===== src/rtl/serial_link_if.sv =====
// Serial link host-side bundle: RX FIFO read port, error flags, TX FIFO
// write port, bit strobes and the serial lines.
//   master: host/driver side (drives strobes, sin, reads, writes)
//   slave : serial_link side (drives FIFO status, data and sout)
interface serial_link_if #(
  parameter int unsigned WIDTH = 16
);
  logic             sin_stb;
  logic             sin;
  logic             rx_rd;
  logic             rx_val;
  logic             rx_full;
  logic [WIDTH-1:0] rx_data;
  logic             rx_perr;
  logic             rx_ovf;
  logic             rx_ferr;
  logic             err_clr;
  logic [WIDTH-1:0] tx_data;
  logic             tx_wr;
  logic             tx_rdy;
  logic             sout_stb;
  logic             sout;
  logic             tx_busy;

  modport master (
    output sin_stb, sin, rx_rd, err_clr, tx_data, tx_wr, sout_stb,
    input  rx_val, rx_full, rx_data, rx_perr, rx_ovf, rx_ferr, tx_rdy, sout, tx_busy
  );

  modport slave (
    input  sin_stb, sin, rx_rd, err_clr, tx_data, tx_wr, sout_stb,
    output rx_val, rx_full, rx_data, rx_perr, rx_ovf, rx_ferr, tx_rdy, sout, tx_busy
  );
endinterface


===== src/rtl/serial_link.sv =====
// Framed single-clock serial link: start bit, WIDTH data bits MSB first,
// optional odd parity, stop bit. Bit timing comes from one-cycle strobes.
// RX deserializer feeds a show-ahead FIFO; a show-ahead TX FIFO feeds a
// serializer that sends back-to-back frames without idle gaps.
//   clock, reset : single clock, synchronous active-high reset
//   bus (slave)  : RX read port + sticky errors, TX write port, strobes, sin/sout
module serial_link #(
  parameter int unsigned WIDTH  = 16,
  parameter int unsigned DEPTH  = 8,
  parameter bit          PARITY = 1'b1
) (
  input  logic        clock,
  input  logic        reset,
  serial_link_if.slave bus
);
  localparam int unsigned AW = $clog2(DEPTH);
  localparam int unsigned CW = AW + 1;
  localparam int unsigned BW = $clog2(WIDTH);
  localparam int unsigned EW = WIDTH + 1;

  typedef enum logic [1:0] {R_IDLE, R_DATA, R_PAR, R_STOP} rx_state_e;
  typedef enum logic [2:0] {T_IDLE, T_ARM, T_START, T_DATA, T_PAR, T_STOP} tx_state_e;

  rx_state_e        rx_state_q, rx_state_d;
  logic [BW-1:0]    rx_cnt_q, rx_cnt_d;
  logic [WIDTH-1:0] rx_sh_q, rx_sh_d;
  logic             rx_perr_q, rx_perr_d;
  logic [AW-1:0]    rx_wp_q, rx_wp_d, rx_rp_q, rx_rp_d;
  logic [CW-1:0]    rx_count_q, rx_count_d;
  logic [EW-1:0]    rx_head_q, rx_head_d;
  logic             rx_val_q, rx_val_d, rx_full_q, rx_full_d;
  logic             rx_ovf_q, rx_ovf_d, rx_ferr_q, rx_ferr_d;
  logic [EW-1:0]    rx_mem_q [DEPTH];

  tx_state_e        tx_state_q, tx_state_d;
  logic [BW-1:0]    tx_cnt_q, tx_cnt_d;
  logic [WIDTH-1:0] tx_sh_q, tx_sh_d;
  logic             tx_par_q, tx_par_d;
  logic             tx_nxt_q, tx_nxt_d;
  logic [AW-1:0]    tx_wp_q, tx_wp_d, tx_rp_q, tx_rp_d;
  logic [CW-1:0]    tx_count_q, tx_count_d;
  logic             tx_rdy_q, tx_rdy_d, tx_busy_q, tx_busy_d, sout_q, sout_d;
  logic [WIDTH-1:0] tx_mem_q [DEPTH];

  logic             rx_push, rx_pop, rx_ovf_set, rx_ferr_set;
  logic [EW-1:0]    rx_wdata;
  logic             tx_push, tx_pop, tx_go;
  logic [WIDTH-1:0] tx_head;

  // Receiver: deserializer FSM, RX FIFO bookkeeping and sticky error flags
  always_comb begin
    rx_state_d  = rx_state_q;
    rx_cnt_d    = rx_cnt_q;
    rx_sh_d     = rx_sh_q;
    rx_perr_d   = rx_perr_q;
    rx_push     = 1'b0;
    rx_ovf_set  = 1'b0;
    rx_ferr_set = 1'b0;
    rx_wdata    = {rx_perr_q, rx_sh_q};

    if (bus.sin_stb) begin
      case (rx_state_q)
        R_IDLE: begin
          if (!bus.sin) begin
            rx_state_d = R_DATA;
            rx_cnt_d   = '0;
            rx_perr_d  = 1'b0;
          end
        end
        R_DATA: begin
          rx_sh_d = {rx_sh_q[WIDTH-2:0], bus.sin};
          if (rx_cnt_q == BW'(WIDTH - 1)) rx_state_d = PARITY ? R_PAR : R_STOP;
          else                            rx_cnt_d   = rx_cnt_q + BW'(1);
        end
        R_PAR: begin
          // Odd parity: the expected bit is the inverse of the data XOR
          rx_perr_d  = (bus.sin == ^rx_sh_q);
          rx_state_d = R_STOP;
        end
        R_STOP: begin
          rx_state_d = R_IDLE;
          if (!bus.sin)                         rx_ferr_set = 1'b1;
          else if (rx_count_q == CW'(DEPTH))    rx_ovf_set  = 1'b1;
          else                                  rx_push     = 1'b1;
        end
        default: rx_state_d = R_IDLE;
      endcase
    end

    rx_pop  = bus.rx_rd && (rx_count_q != '0);
    rx_wp_d = rx_push ? rx_wp_q + AW'(1) : rx_wp_q;
    rx_rp_d = rx_pop  ? rx_rp_q + AW'(1) : rx_rp_q;
    case ({rx_push, rx_pop})
      2'b10:   rx_count_d = rx_count_q + CW'(1);
      2'b01:   rx_count_d = rx_count_q - CW'(1);
      default: rx_count_d = rx_count_q;
    endcase

    // Registered show-ahead head; bypass the write when it lands at the head
    if (rx_count_d == '0)                     rx_head_d = '0;
    else if (rx_push && (rx_wp_q == rx_rp_d)) rx_head_d = rx_wdata;
    else                                      rx_head_d = rx_mem_q[rx_rp_d];

    rx_val_d  = (rx_count_d != '0);
    rx_full_d = (rx_count_d == CW'(DEPTH));
    rx_ovf_d  = rx_ovf_set  | (rx_ovf_q  & ~bus.err_clr);
    rx_ferr_d = rx_ferr_set | (rx_ferr_q & ~bus.err_clr);
  end

  // Transmitter: serializer FSM and TX FIFO bookkeeping; sout is the bit in flight
  always_comb begin
    tx_state_d = tx_state_q;
    tx_cnt_d   = tx_cnt_q;
    tx_sh_d    = tx_sh_q;
    tx_par_d   = tx_par_q;
    tx_nxt_d   = tx_nxt_q;
    sout_d     = sout_q;
    tx_pop     = 1'b0;
    tx_go      = tx_nxt_q;
    tx_head    = tx_mem_q[tx_rp_q];

    case (tx_state_q)
      T_IDLE: begin
        if (tx_count_q != '0) begin
          tx_pop     = 1'b1;
          tx_sh_d    = tx_head;
          tx_par_d   = ~^tx_head;
          tx_state_d = T_ARM;
        end
      end
      T_ARM: begin
        if (bus.sout_stb) begin
          sout_d     = 1'b0;
          tx_state_d = T_START;
        end
      end
      T_START: begin
        if (bus.sout_stb) begin
          sout_d     = tx_sh_q[WIDTH-1];
          tx_sh_d    = {tx_sh_q[WIDTH-2:0], 1'b0};
          tx_cnt_d   = '0;
          tx_state_d = T_DATA;
        end
      end
      T_DATA: begin
        if (bus.sout_stb) begin
          if (tx_cnt_q == BW'(WIDTH - 1)) begin
            tx_nxt_d = 1'b0;
            if (PARITY) begin
              sout_d     = tx_par_q;
              tx_state_d = T_PAR;
            end else begin
              sout_d     = 1'b1;
              tx_state_d = T_STOP;
            end
          end else begin
            sout_d   = tx_sh_q[WIDTH-1];
            tx_sh_d  = {tx_sh_q[WIDTH-2:0], 1'b0};
            tx_cnt_d = tx_cnt_q + BW'(1);
          end
        end
      end
      T_PAR: begin
        if (bus.sout_stb) begin
          sout_d     = 1'b1;
          tx_nxt_d   = 1'b0;
          tx_state_d = T_STOP;
        end
      end
      T_STOP: begin
        // Prefetch the next word while the stop bit is on the line
        if (!tx_nxt_q && (tx_count_q != '0)) begin
          tx_pop   = 1'b1;
          tx_sh_d  = tx_head;
          tx_par_d = ~^tx_head;
          tx_nxt_d = 1'b1;
          tx_go    = 1'b1;
        end
        if (bus.sout_stb) begin
          tx_nxt_d = 1'b0;
          if (tx_go) begin
            sout_d     = 1'b0;
            tx_state_d = T_START;
          end else begin
            tx_state_d = T_IDLE;
          end
        end
      end
      default: tx_state_d = T_IDLE;
    endcase

    tx_push = bus.tx_wr && (tx_count_q != CW'(DEPTH));
    tx_wp_d = tx_push ? tx_wp_q + AW'(1) : tx_wp_q;
    tx_rp_d = tx_pop  ? tx_rp_q + AW'(1) : tx_rp_q;
    case ({tx_push, tx_pop})
      2'b10:   tx_count_d = tx_count_q + CW'(1);
      2'b01:   tx_count_d = tx_count_q - CW'(1);
      default: tx_count_d = tx_count_q;
    endcase

    tx_rdy_d  = (tx_count_d != CW'(DEPTH));
    tx_busy_d = (tx_state_d != T_IDLE) || (tx_count_d != '0);
  end

  // State and output registers
  always_ff @(posedge clock) begin
    if (reset) begin
      rx_state_q <= R_IDLE;
      rx_cnt_q   <= '0;
      rx_sh_q    <= '0;
      rx_perr_q  <= 1'b0;
      rx_wp_q    <= '0;
      rx_rp_q    <= '0;
      rx_count_q <= '0;
      rx_head_q  <= '0;
      rx_val_q   <= 1'b0;
      rx_full_q  <= 1'b0;
      rx_ovf_q   <= 1'b0;
      rx_ferr_q  <= 1'b0;
      tx_state_q <= T_IDLE;
      tx_cnt_q   <= '0;
      tx_sh_q    <= '0;
      tx_par_q   <= 1'b0;
      tx_nxt_q   <= 1'b0;
      tx_wp_q    <= '0;
      tx_rp_q    <= '0;
      tx_count_q <= '0;
      tx_rdy_q   <= 1'b1;
      tx_busy_q  <= 1'b0;
      sout_q     <= 1'b1;
    end else begin
      rx_state_q <= rx_state_d;
      rx_cnt_q   <= rx_cnt_d;
      rx_sh_q    <= rx_sh_d;
      rx_perr_q  <= rx_perr_d;
      rx_wp_q    <= rx_wp_d;
      rx_rp_q    <= rx_rp_d;
      rx_count_q <= rx_count_d;
      rx_head_q  <= rx_head_d;
      rx_val_q   <= rx_val_d;
      rx_full_q  <= rx_full_d;
      rx_ovf_q   <= rx_ovf_d;
      rx_ferr_q  <= rx_ferr_d;
      tx_state_q <= tx_state_d;
      tx_cnt_q   <= tx_cnt_d;
      tx_sh_q    <= tx_sh_d;
      tx_par_q   <= tx_par_d;
      tx_nxt_q   <= tx_nxt_d;
      tx_wp_q    <= tx_wp_d;
      tx_rp_q    <= tx_rp_d;
      tx_count_q <= tx_count_d;
      tx_rdy_q   <= tx_rdy_d;
      tx_busy_q  <= tx_busy_d;
      sout_q     <= sout_d;
    end
  end

  // FIFO storage; contents need no reset since the pointers gate them
  always_ff @(posedge clock) begin
    if (rx_push && !reset) rx_mem_q[rx_wp_q] <= rx_wdata;
    if (tx_push && !reset) tx_mem_q[tx_wp_q] <= bus.tx_data;
  end

  assign bus.rx_val  = rx_val_q;
  assign bus.rx_full = rx_full_q;
  assign bus.rx_data = rx_head_q[WIDTH-1:0];
  assign bus.rx_perr = rx_head_q[WIDTH];
  assign bus.rx_ovf  = rx_ovf_q;
  assign bus.rx_ferr = rx_ferr_q;
  assign bus.tx_rdy  = tx_rdy_q;
  assign bus.tx_busy = tx_busy_q;
  assign bus.sout    = sout_q;

endmodule


===== src/flat_wrapper.sv =====
// flat-port wrapper written by rule: the top's interface ports become plain ports
module serial_link_flat 
#(
  parameter int unsigned WIDTH  = 16,
  parameter int unsigned DEPTH  = 8,
  parameter bit          PARITY = 1'b1
)
  (clock, reset, bus_sin_stb, bus_sin, bus_rx_rd, bus_err_clr, bus_tx_data, bus_tx_wr, bus_sout_stb, bus_rx_val, bus_rx_full, bus_rx_data, bus_rx_perr, bus_rx_ovf, bus_rx_ferr, bus_tx_rdy, bus_sout, bus_tx_busy);
  serial_link_if #(.WIDTH(WIDTH)) bus_i ();
  input  logic clock;
  input  logic reset;
  input wire logic [$bits(bus_i.sin_stb)-1:0] bus_sin_stb;
  input wire logic [$bits(bus_i.sin)-1:0] bus_sin;
  input wire logic [$bits(bus_i.rx_rd)-1:0] bus_rx_rd;
  input wire logic [$bits(bus_i.err_clr)-1:0] bus_err_clr;
  input wire logic [$bits(bus_i.tx_data)-1:0] bus_tx_data;
  input wire logic [$bits(bus_i.tx_wr)-1:0] bus_tx_wr;
  input wire logic [$bits(bus_i.sout_stb)-1:0] bus_sout_stb;
  output wire logic [$bits(bus_i.rx_val)-1:0] bus_rx_val;
  output wire logic [$bits(bus_i.rx_full)-1:0] bus_rx_full;
  output wire logic [$bits(bus_i.rx_data)-1:0] bus_rx_data;
  output wire logic [$bits(bus_i.rx_perr)-1:0] bus_rx_perr;
  output wire logic [$bits(bus_i.rx_ovf)-1:0] bus_rx_ovf;
  output wire logic [$bits(bus_i.rx_ferr)-1:0] bus_rx_ferr;
  output wire logic [$bits(bus_i.tx_rdy)-1:0] bus_tx_rdy;
  output wire logic [$bits(bus_i.sout)-1:0] bus_sout;
  output wire logic [$bits(bus_i.tx_busy)-1:0] bus_tx_busy;
  assign bus_i.sin_stb = bus_sin_stb;
  assign bus_i.sin = bus_sin;
  assign bus_i.rx_rd = bus_rx_rd;
  assign bus_i.err_clr = bus_err_clr;
  assign bus_i.tx_data = bus_tx_data;
  assign bus_i.tx_wr = bus_tx_wr;
  assign bus_i.sout_stb = bus_sout_stb;
  assign bus_rx_val = bus_i.rx_val;
  assign bus_rx_full = bus_i.rx_full;
  assign bus_rx_data = bus_i.rx_data;
  assign bus_rx_perr = bus_i.rx_perr;
  assign bus_rx_ovf = bus_i.rx_ovf;
  assign bus_rx_ferr = bus_i.rx_ferr;
  assign bus_tx_rdy = bus_i.tx_rdy;
  assign bus_sout = bus_i.sout;
  assign bus_tx_busy = bus_i.tx_busy;
  serial_link #(.WIDTH(WIDTH), .DEPTH(DEPTH), .PARITY(PARITY)) u_core (.clock(clock), .reset(reset), .bus(bus_i));
endmodule

===== config.mk =====
export PLATFORM = sky130hd
export DESIGN_NAME = serial_link_flat
export DESIGN_NICKNAME = d
export VERILOG_FILES = /design/src/rtl/serial_link_if.sv /design/src/rtl/serial_link.sv /design/src/flat_wrapper.sv
export SDC_FILE = /design/constraint.sdc
export NUM_CORES = 1
export LEC_CHECK = 0
export ABC_AREA = 0
export ABC_CLOCK_PERIOD_IN_PS = 3700
export CAP_MARGIN = 25
export CELL_PAD_IN_SITES_DETAIL_PLACEMENT = 0
export CELL_PAD_IN_SITES_GLOBAL_PLACEMENT = 1
export CORE_MARGIN = 5
export CORE_UTILIZATION = 50
export DETAILED_ROUTE_END_ITERATION = 12
export PLACE_DENSITY = 0.81
export RECOVER_POWER = 50
export SLEW_MARGIN = 20
export SYNTH_ARGS = -nofsm -noshare
export SYNTH_HDL_FRONTEND = slang
export SYNTH_SLANG_ARGS = --single-unit
export TNS_END_PERCENT = 50

===== constraint.sdc =====
create_clock -name clock -period 3.7 [get_ports clock]
set_input_delay 0.37 -clock clock [delete_from_list [all_inputs] [get_ports clock]]
set_output_delay 0.37 -clock clock [all_outputs]
set_load 0.05 [all_outputs]

==> results by group <==
Status
  – Outcome: completed

Synthesis
  – Top post-synthesis cells by area: edfxtp_1 (48%), dfxtp_1 (11%), mux2i_1 (8.1%), mux4_2 (4.1%), a21oi_1 (3.9%)
  – Xor/xnor cell area share of the yosys netlist: 3.53%
  – Top-count cell post-synth: edfxtp_1
  – Synth top area share: 47.8%
  – Post-Synth Adder-Cell Area: 1.33%
  – Mux cell area share after synthesis: 14.5%
  – Synth area leader: edfxtp_1
  – Main combinational cell family by area after synthesis: multiplexers
  – Post-Syn Nets: 1388
  – Synth Area in Simple Gates: under 10%
  – Post-synth EDFFs: 264
  – Register area share after synthesis: 59.3%
  – Main synth FF type: edfxtp_1
  – Ys Warns: 0
  – Synth Instances: around 1300
  – Share of flip-flops with an asynchronous set or reset: 0%
  – Number of synthesized register bits: 359
  – Unique cell type count in the Yosys netlist: 53
  – Post-synthesis compound-gate area fraction: 9.44%
  – Commonest cells post-synth: edfxtp_1 (264), nor2_1 (142), mux2i_1 (135)
  – Synthesized area: 0.0166 mm^2
  – Avg Cell Area, Syn: 12.3 um^2

Timing
  – Final Hold Vio Count: 0
  – Setup TNS: 0 ps
  – Slew HR: 22.8%
  – Slew @ Worst Pin: 1160 ps
  – Min Hold Slack: 452 ps
  – Achievable frequency: 329 MHz
  – Final Slew Violations: 0
  – Fin crit share: around 80%
  – Final setup vio count: 0
  – RSZ-0062 raised after global routing: false
  – Clk_skew: 11.8 ps
  – Final worst slack: 656 ps
  – Min Tclk post-route: between 3000 and 4000 ps

Critical path
  – Worst reg2reg startpoint: u_core.rx_state_q[0]
  – Reg2reg setup slack: 660 ps
  – Critical path class: flip-flop to flip-flop
  – Register-to-Register Path Depth: 14
  – Worst EP arrival: 3440 ps
  – Worst setup EP type: flip-flop
  – Critical Path Source Type: flip-flop
  – Critical R2R Capture: u_core.rx_head_q[10]
  – CP Data Required Time: between 4000 and 5000 ps
  – Maximum fanout along the worst path: 18

Clocking
  – TritonCTS clock tree: yes
  – Num CTS Buffers: 39
  – CTS Buffer Depth: 3
  – Root Driver: clkbuf_16
  – Setup bufs post-CTS: 0
  – CTS Sinks: 359
  – Skew-Pair Late Insertion Delay: 530 ps
  – Hold buffers post-CTS: 0
  – H-tree depth: 2
  – Cts repair resizes: 0
  – Reg clk slew, reported paths: ~60 ps

Layout
  – Nets: 1428
  – Area Overhead vs Synth: 14.3%
  – Fraction of layout cells with a size suffix above 1: between 10% and 20%
  – Antenna cell count: 0
  – Fill cells: around 2600

Power and ir drop
  – Leakage: 6.06 nW
  – Worst VDD drop: 0.000459 V
  – Cell Pwr Density: 620 mW/mm^2

Route
  – Routed len/inst: 19.1 um
  – DRC violations left: 0
  – Post-route antenna net violation count: 0
  – Routed wire length: around 36000 um
  – DRT Pass-1 Iters: 5
  – Total number of vias: 10504
  – Via density: 5.65
  – DR iter-0 viols: between 700 and 800

Floorplan
  – Die Y: 192 um
  – I/O pins: 48
  – Starting Density: 50.9%
  – Rows: 66
  – Core Area: 0.0326 mm^2
  – Die area: 0.0369 mm^2
  – Die W: 192 um

Min path
  – Hold Path Sink: u_core.tx_sh_q[6]
  – Hold path depth: 2
  – Worst Hold Class: flip-flop to flip-flop
  – Critical hold path startpoint: u_core.tx_sh_q[6]

Global route
  – Global-route wire length before repair: approximately 57000 um
  – Grt ovf: 0
  – Vias in the first global route: roughly 10000
  – Largest net degree at the start of global routing: slightly below 100
  – GRT Util Overall: 19.5%
  – Antenna violations before repair: 0

Placement
  – RD Place Congestion: slightly below 0.8
  – Post-DP HPWL: 21700 um
  – DP Worst Slack: 331 ps
  – Port Buffers: 47

Flow run
  – Maxcap violations: 0
-- worst max-delay path by stage --
stage / startpoint / end
4_1_cts: u_core.rx_state_q[0] / u_core.rx_head_q[13]
3_5_place_dp: bus_sin / u_core.rx_head_q[13]
2_1_floorplan: u_core.rx_state_q[0] / u_core.rx_mem_q[0][0]
5_1_grt: u_core.rx_state_q[0] / u_core.rx_head_q[13]
6_report: u_core.rx_state_q[0] / u_core.rx_head_q[10]
3_3_place_gp: bus_sin / u_core.rx_head_q[9]
-- power by group --
| part | switching, W | total, W | internal, W | leakage [nW] |
|---|---|---|---|---|
| registers | 0.000203 | 0.00474 | 0.00454 | 3.17 |
| logic | 0.00181 | 0.00312 | 0.00131 | 2.25 |
| clock network | 0.00155 | 0.00389 | 0.00235 | 0.642 |
| total | 0.00356 | 0.0118 | 0.00820 | 6.06 |
-- layout by cell type, fill, tap and decap left out, types with 3 or more instances in the layout --
| cell type | instances |
|---|---|
| edfxtp_1 | 264 |
| nor2_1 | 138 |
| mux2i_1 | 135 |
| a21oi_1 | 128 |
| nand2_1 | 120 |
| dfxtp_1 | 92 |
| xnor2_1 | 49 |
| buf_4 | 41 |
| nand2b_1 | 40 |
| clkbuf_16 | 40 |
| a211oi_1 | 35 |
| mux2_2 | 33 |
| o221ai_1 | 32 |
| mux4_2 | 30 |
| clkdlybuf4s50_1 | 26 |
| dlygate4sd3_1 | 20 |
| nor4_1 | 17 |
| o211ai_1 | 16 |
| xor2_1 | 16 |
| ha_1 | 15 |
| inv_1 | 14 |
| clkinv_1 | 11 |
| clkinv_2 | 9 |
| o21ai_0 | 6 |
| nor3_2 | 6 |
| bufinv_16 | 5 |
| clkbuf_1 | 5 |
| nand3_1 | 4 |
| nand4_1 | 4 |
| a22oi_1 | 4 |
| nand3b_1 | 4 |
| nor2b_1 | 4 |
| nor2_2 | 4 |
| a211o_1 | 3 |
-- cells by family after synthesis --
family / count (synthesis)
AOI/OAI and AO/OA: 243
buffers and inverters: 109
DFF: 359
adders and majority gates: 17
and+or+nand+nor: 355
muxes: 198
xor gates and xnor gates: 66
-- worst max-delay path, cell delays in order, from the launching register on --
cell and delay [ps]:
dfxtp_1 380, ha_1 190, and3_1 180, a21boi_0 240, inv_1 70, ha_1 230
ha_1 280, a21o_1 180, a21oi_1 170, xnor2_1 140, nor2_1 60, xnor2_1 200
a31o_2 180, buf_4 310, nor2_1 100
-- through the flow --
step | power (W) | util [%] | instance area, um^2 | instances
after floorplan | 0.00719 | - | 16600 | 1347
after global placement | 0.00794 | 54.2 | 17700 | 1788
after detailed placement | 0.00797 | 54.2 | 17700 | 1788
after CTS | 0.0119 | 58.2 | 19000 | 1860
after global routing | 0.0124 | 58.1 | 19000 | 1860
final | 0.0118 | 58.1 | 19000 | 1860
-- per-layer routing --
layer / share of wire, % / global-route usage, % / routed length (um) / vias to the layer above
li1: - / - / - / 5084
met4: 2.2 / 5.27 / 783 / 0
met2: 49 / 33.9 / 17600 / 256
met1: 44 / 25.6 / 15500 / 5105
met5: 0 / 0 / 0 / -
met3: 4.7 / 2.74 / 1690 / 59
-- registers in the layout (all words and copies together), names as in the netlist, 2 cells and up, named ones only --
signal             flops
u_core.rx_cnt_q        4
u_core.rx_count_q      4
u_core.rx_head_q      17
u_core.rx_mem_q      136
u_core.rx_rp_q         3
u_core.rx_sh_q        16
u_core.rx_state_q      2
u_core.rx_wp_q         3
u_core.tx_cnt_q        4
u_core.tx_count_q      4
u_core.tx_mem_q      128
u_core.tx_rp_q         3
u_core.tx_sh_q        16
u_core.tx_state_q      3
u_core.tx_wp_q         3
-- area by class of cell --
cell class | instances | area (um^2) | area share, %
Sequential cell | 359 | 9840 | 51.9
Multi-Input combinational cell | 879 | 6390 | 33.7
Clock buffer | 43 | 1020 | 5.39
Timing Repair Buffer | 93 | 825 | 4.35
Tap cell | 442 | 553 | 2.92
Clock inverter | 29 | 278 | 1.46
Inverter | 15 | 56.3 | 0.297
Power figures use the tool's default switching activity.
